## config.mk

```make
export PLATFORM = sky130hd
export DESIGN_NAME = cdb_arbiter
export DESIGN_NICKNAME = d
export VERILOG_FILES = /design/src/rtl/cdb_arbiter.sv
export SDC_FILE = /design/constraint.sdc
export NUM_CORES = 1
export LEC_CHECK = 0
export CAP_MARGIN = 25
export CORE_AREA = 2 2 152 110
export DETAILED_ROUTE_END_ITERATION = 8
export DIE_AREA = 0 0 154 112
export PLACE_DENSITY_LB_ADDON = 0.3
export SYNTH_ARGS = -nofsm -noshare
export SYNTH_HDL_FRONTEND = slang
export SYNTH_SLANG_ARGS = --single-unit
```

## constraint.sdc

```tcl
create_clock -name clk -period 6.9 [get_ports clk]
set_clock_uncertainty 0.1 [all_clocks]
set_input_delay 1.725 -clock clk [delete_from_list [all_inputs] [get_ports clk]]
set_output_delay 1.725 -clock clk [all_outputs]
set_load 0.01 [all_outputs]
```

## src/rtl/cdb_arbiter.sv

```systemverilog
// Common-data-bus arbiter: one holding slot per functional unit,
// round-robin grant, registered broadcast on the falling clock edge.
module cdb_arbiter #(
    parameter int NREQ  = 4,
    parameter int ROB   = 2,
    parameter int WIDTH = 31
) (
    input  logic                        clk,
    input  logic                        reset,
    input  logic [NREQ-1:0]             req_valid,
    input  logic [NREQ*(ROB+1)-1:0]     req_robEntry,
    input  logic [NREQ*(WIDTH+1)-1:0]   req_result,
    output logic [NREQ-1:0]             req_ready,
    input  logic                        flush,
    output logic                        validBroadcast,
    output logic [ROB:0]                robEntry,
    output logic [WIDTH:0]              result,
    output logic [1:0]                  grant_src
);

    logic [NREQ-1:0] hold_v;
    logic [ROB:0]    hold_rob [NREQ];
    logic [WIDTH:0]  hold_res [NREQ];
    logic [1:0]      rr_ptr;

    logic [NREQ-1:0] grant;
    logic [1:0]      gidx;
    logic [1:0]      idx;
    logic            found;

    // Round-robin search over occupied slots starting at rr_ptr
    always_comb begin
        grant = '0;
        gidx  = '0;
        idx   = '0;
        found = 1'b0;
        for (int k = 0; k < NREQ; k++) begin
            idx = rr_ptr + k[1:0];
            if (!found && hold_v[idx]) begin
                found = 1'b1;
                gidx  = idx;
            end
        end
        if (found) begin
            grant[gidx] = 1'b1;
        end
    end

    // A slot accepts when empty or when it is being drained this cycle
    always_comb begin
        req_ready = {NREQ{reset & ~flush}} & (~hold_v | grant);
    end

    // Slot bookkeeping and registered broadcast, aligned with the ROB edge
    always_ff @(negedge clk) begin
        if (!reset) begin
            hold_v         <= '0;
            validBroadcast <= 1'b0;
            robEntry       <= '0;
            result         <= '0;
            grant_src      <= '0;
            rr_ptr         <= '0;
        end else if (flush) begin
            hold_v         <= '0;
            validBroadcast <= 1'b0;
        end else begin
            if (found) begin
                validBroadcast <= 1'b1;
                robEntry       <= hold_rob[gidx];
                result         <= hold_res[gidx];
                grant_src      <= gidx;
                rr_ptr         <= gidx + 2'd1;
                hold_v[gidx]   <= 1'b0;
            end else begin
                validBroadcast <= 1'b0;
            end
            // A reload of the granted slot overrides its clear above
            for (int i = 0; i < NREQ; i++) begin
                if (req_valid[i] && req_ready[i]) begin
                    hold_v[i]   <= 1'b1;
                    hold_rob[i] <= req_robEntry[i*(ROB+1) +: ROB+1];
                    hold_res[i] <= req_result[i*(WIDTH+1) +: WIDTH+1];
                end
            end
        end
    end

endmodule
```

Word level (Yosys, flattened, before mapping)
Memories as Yosys holds them, arrays and structs flattened. A register that Yosys moved wholly into a read port is not among the register bits.
Cells that the tools add are included.
{"block": "word_totals", "register_bits": 9, "mem_bits_rw": 140, "wordCells": 87, "memories": 2}
{"block": "classes", "add_sub_neg": 4, "magnitude_cmp": 6, "mux": 41, "bitwise": 8, "n_reduce_logical": 19}
{"name": "hold_res", "depth": 4, "width": 32, "rd": 1, "rd_clocked_by_memory_dff": 1, "wr": 4, "line": "23", "source": "logic [WIDTH:0] hold_res [NREQ];"}
{"name": "hold_rob", "depth": 4, "width": 3, "rd": 1, "rd_clocked_by_memory_dff": 1, "wr": 4, "line": "22", "source": "logic [ROB:0] hold_rob [NREQ];"}
{"operator": "1-bit 2-to-1 mux", "count": 30}
{"operator": "2-bit by 3-bit less-than comparator with 1-bit output (second input constant)", "count": 5}
{"operator": "4-bit bitwise AND", "count": 2}
{"operator": "1-bit binary-select mux with 2-bit select", "count": 4}
{"operator": "1-bit logical AND", "count": 8}
{"operator": "2-bit 2-to-1 mux", "count": 4}
{"operator": "4-bit 2-to-1 mux", "count": 2}
{"operator": "4-bit NOT", "count": 2}
{"operator": "2-bit nonzero test", "count": 4}
{"operator": "1-bit logical NOT", "count": 5}
{"operator": "2-bit by 1-bit adder with 2-bit output (second input constant)", "count": 2}
{"operator": "2-bit adder (second input constant)", "count": 2}
{"operator": "4-bit bitwise OR", "count": 1}
{"operator": "1-bit demux with 2-bit select", "count": 1}
{"operator": "2-bit by 1-bit >= comparator with 1-bit output (second input constant)", "count": 1}
{"operator": "1-bit NOT", "count": 2}
{"operator": "2-bit AND reduction", "count": 1}
{"operator": "2-bit OR reduction", "count": 1}
{"operator": "1-bit bitwise AND", "count": 1}

Longest topological paths before layout
{"block": "depth", "depth_word": 24, "depth_mapped": 8, "mapped_depth_nobuf": 5}

==> qor.csv <==
stage,metric,value,unit
yosys,Syn Inst Count,498,
floorplanning,Die ar.,17200,um2
power,total power,3.06,mW
cts,H-tree Lvls,4,
floorplanning,Core Rows,39,
sta,"Setup violations, final",0,
sta,Slew headroom,32.5,%
power,Power Internal,2.15,mW
cts,root buf cell,clkbuf_16,
yosys,#FFs+latches synth,184,
flow_run,MaxCap Viol Count,0,
drt,DRT Pass-1 Iters,5,
setup_path,CP endpoint kind,output port,
global_route,M3 GR Usage,9.58,%
power,NetSw,0.919,mW
global_route,initial antenna violation count,0,
worst_hold_path,hold path depth,2,
yosys,sequential cell area fraction in the yosys report,72.7,%
power,pwr dens,285,nW/um2
drt,drt drc,0,
floorplanning,I/O pins,189,
global_route,met2 Usage GRT,36.8,%
drt,Post-Route WL,21.2,mm
global_route,global-route wire length before repair,32.3,mm
drt,Via density,5.38,
cts,Bufs on Longest Clock Path,2,
yosys,synth warn,0,
power,LEAKAGE,4.53,nW
sta,worst hold margin,0.411,ns
power,VDD IR max,178,uV
cts,clock buffers created by TritonCTS,17,
yosys,mean cell area of the mapped netlist,14.0,um2
global_route,vias in the first global route,6491,
setup_path,startpoint types,flip-flop,
cells_and_area,most frequent cells in the layout,"188 x inv_1, 184 x clkdlybuf4s50_1, 140 x edfxtp_1, 43 x o21ai_0, 39 x dfxtp_1",
yosys,synth unique cells,39,
worst_hold_path,Hold Path Class,flip-flop to flip-flop,
setup_path,R2R cell count,7,
cells_and_area,# fillers,1128,
place,HPWL after DPL,13.5,mm
floorplanning,core area,15900,um2
cts,CTS tree,yes,
cells_and_area,layout cells sized above 1,12.4,%
power,Net Sw Frac,30.0,%
drt,routed vias,5971,
cells_and_area,nets@finish,1039,
power,clock group share of total power,47.7,%
setup_path,CP Class,flip-flop to output port,
floorplanning,die width,154,um
setup_path,Critical Path Fanout Max,5,
cts,clock sink count,184,
global_route,GRT busiest layer,met2,
sta,fin. max-slew vios,0,
outcome,outcome,"finished, final reports clean",
cells_and_area,area grow syn2layout,53.9,%
sta,worst-margin pin slew,1.01,ns
setup_path,WP data required,5.08,ns
yosys,post-synth net total,645,
sta,Fin. Hold Viols,0,
yosys,Post-Syn Area,6990,um2
place,IO buf count,188,
floorplanning,Starting Density,44.1,%
place,Placer Congestion,0.811,
cts,clock slew at reported path FFs,0.04,ns
sta,RSZ-0062 raised after global routing,yes,
power,sequential share of power,41.6,%
drt,DRT antenna net count,0,
cells_and_area,"most common cell after layout, fill and taps aside",inv_1,
cells_and_area,n_diodes,0,
global_route,GRT Total Usage,24.9,%
cts,clock latency on the worst-skew pair,0.47,ns
setup_path,CP arrival,5.06,ns
drt,1st-iter DRT viols,620,
global_route,total congestion overflow,0,
global_route,largest net degree at the start of global routing,34,
floorplanning,Die H,112,um
power,Gate power share,10.7,%
global_route,met1 usage,33.0,%
drt,DR WL/cell,19.1,um
==> worst max-delay path, stage by stage (launching register included) <==
cell      delay [ns]
dfxtp_4         0.36
buf_6           0.13
o211ai_1        0.26
a21oi_2         0.12
buf_4           0.15
buf_2           0.13
==> repair_timing <==
item	in CTS	in global routing
buffers inserted	2	2
endpoints found under the setup margin	4	4
hold buffers	0	0
gates resized for setup	37	7
pin swaps	8	8
==> logic make-up after synthesis <==
kind of cell / count (synthesis) / synth area share (%)
compound gates: 186 / 16.8
buf+inv: 43 / 3.17
mux: 6 / 0.859
simple gates: 79 / 6.48
flops: 184 / 72.7
==> power by group through the flow <==
stage	Sequential (mW)	Combinational [mW]	Clock, mW
after floorplan	1.29	0.120	0.160
after global placement	1.29	0.311	0.160
after detailed placement	1.29	0.319	0.160
after CTS	1.27	0.325	1.49
after global routing	1.28	0.349	1.62
final	1.27	0.327	1.46
==> metal layers <==
metal	part of all wire, %	wire length [um]
met1	42	8860
met2	46	9690
met3	11	2410
met4	0.97	206
met5	0	0
==> path summary, 6_finish.rpt <==
path	from	to	slack (ns)
hold reg to reg	result[18]$_SDFFE_NN0P_	result[18]$_SDFFE_NN0P_	0.41
hold / removal	result[18]$_SDFFE_NN0P_	result[18]$_SDFFE_NN0P_	0.41
setup / recovery	rr_ptr[0]$_SDFFE_NN0P_	req_ready[1]	0.02
setup reg to reg	hold_v[1]$_SDFFE_NP0P_	rr_ptr[1]$_SDFFE_NN0P_	4.45
==> area by class of cell <==
cell class | instances | area (um2) | share of cell area, %
Sequential cell | 184 | 5100 | 47.4
Timing Repair Buffer | 230 | 2290 | 21.3
Multi-Input combinational cell | 271 | 1790 | 16.6
Clock inverter | 199 | 891 | 8.28
Clock buffer | 17 | 425 | 3.95
Tap cell | 205 | 256 | 2.38
Inverter | 4 | 15.0 | 0.140
==> through the flow <==
step | util [%] | area [um2] | setup slack, ns | instances | TNS [ns]
after floorplan | - | 7000 | 0.196 | 498 | 0
after global routing | 67.9 | 10800 | -0.0376 | 1110 | -0.0512
final | 67.9 | 10800 | 0.0164 | 1110 | 0
after global placement | 58.9 | 9340 | -0.0959 | 892 | -2.98
after CTS | 67.6 | 10700 | 0.0275 | 1108 | 0
after detailed placement | 59.1 | 9370 | -0.142 | 893 | -4.11
==> registers in the layout, indices dropped and copies added (netlist names) <==
name,count
validBroadcast,1
grant_src,2
hold_rob,12
hold_res,128
result,32
robEntry,3
hold_v,4
rr_ptr,2
==> synthesized netlist by cell type, drive strengths merged <==
library cell / count / area share [%]
o22ai: 2 / 0.18
a21o: 32 / 3.4
nor2: 10 / 0.61
nor4b: 1 / 0.34
and3: 1 / 0.090
nor2b: 5 / 0.59
a21bo: 1 / 0.14
nand2b: 4 / 0.36
clkbuf: 20 / 1.1
nand4b: 1 / 0.13
o211ai: 1 / 0.11
o311a: 1 / 0.14
or4: 1 / 0.16
nand3: 37 / 2.6
a21oi: 43 / 3.1
a211o: 1 / 0.13
mux2i: 6 / 0.86
nand4: 1 / 0.090
nor4: 1 / 0.30
and2: 6 / 0.54
a221oi: 31 / 3.9
buf: 18 / 1.8
dfxtp: 44 / 13
inv: 5 / 0.27
nand2: 11 / 0.63
o211a: 1 / 0.14
o21ai: 67 / 4.8
edfxtp: 140 / 60
o221a: 1 / 0.16
a31oi: 1 / 0.090
o221ai: 4 / 0.50
No activity file was read; power rests on OpenSTA's default activity.
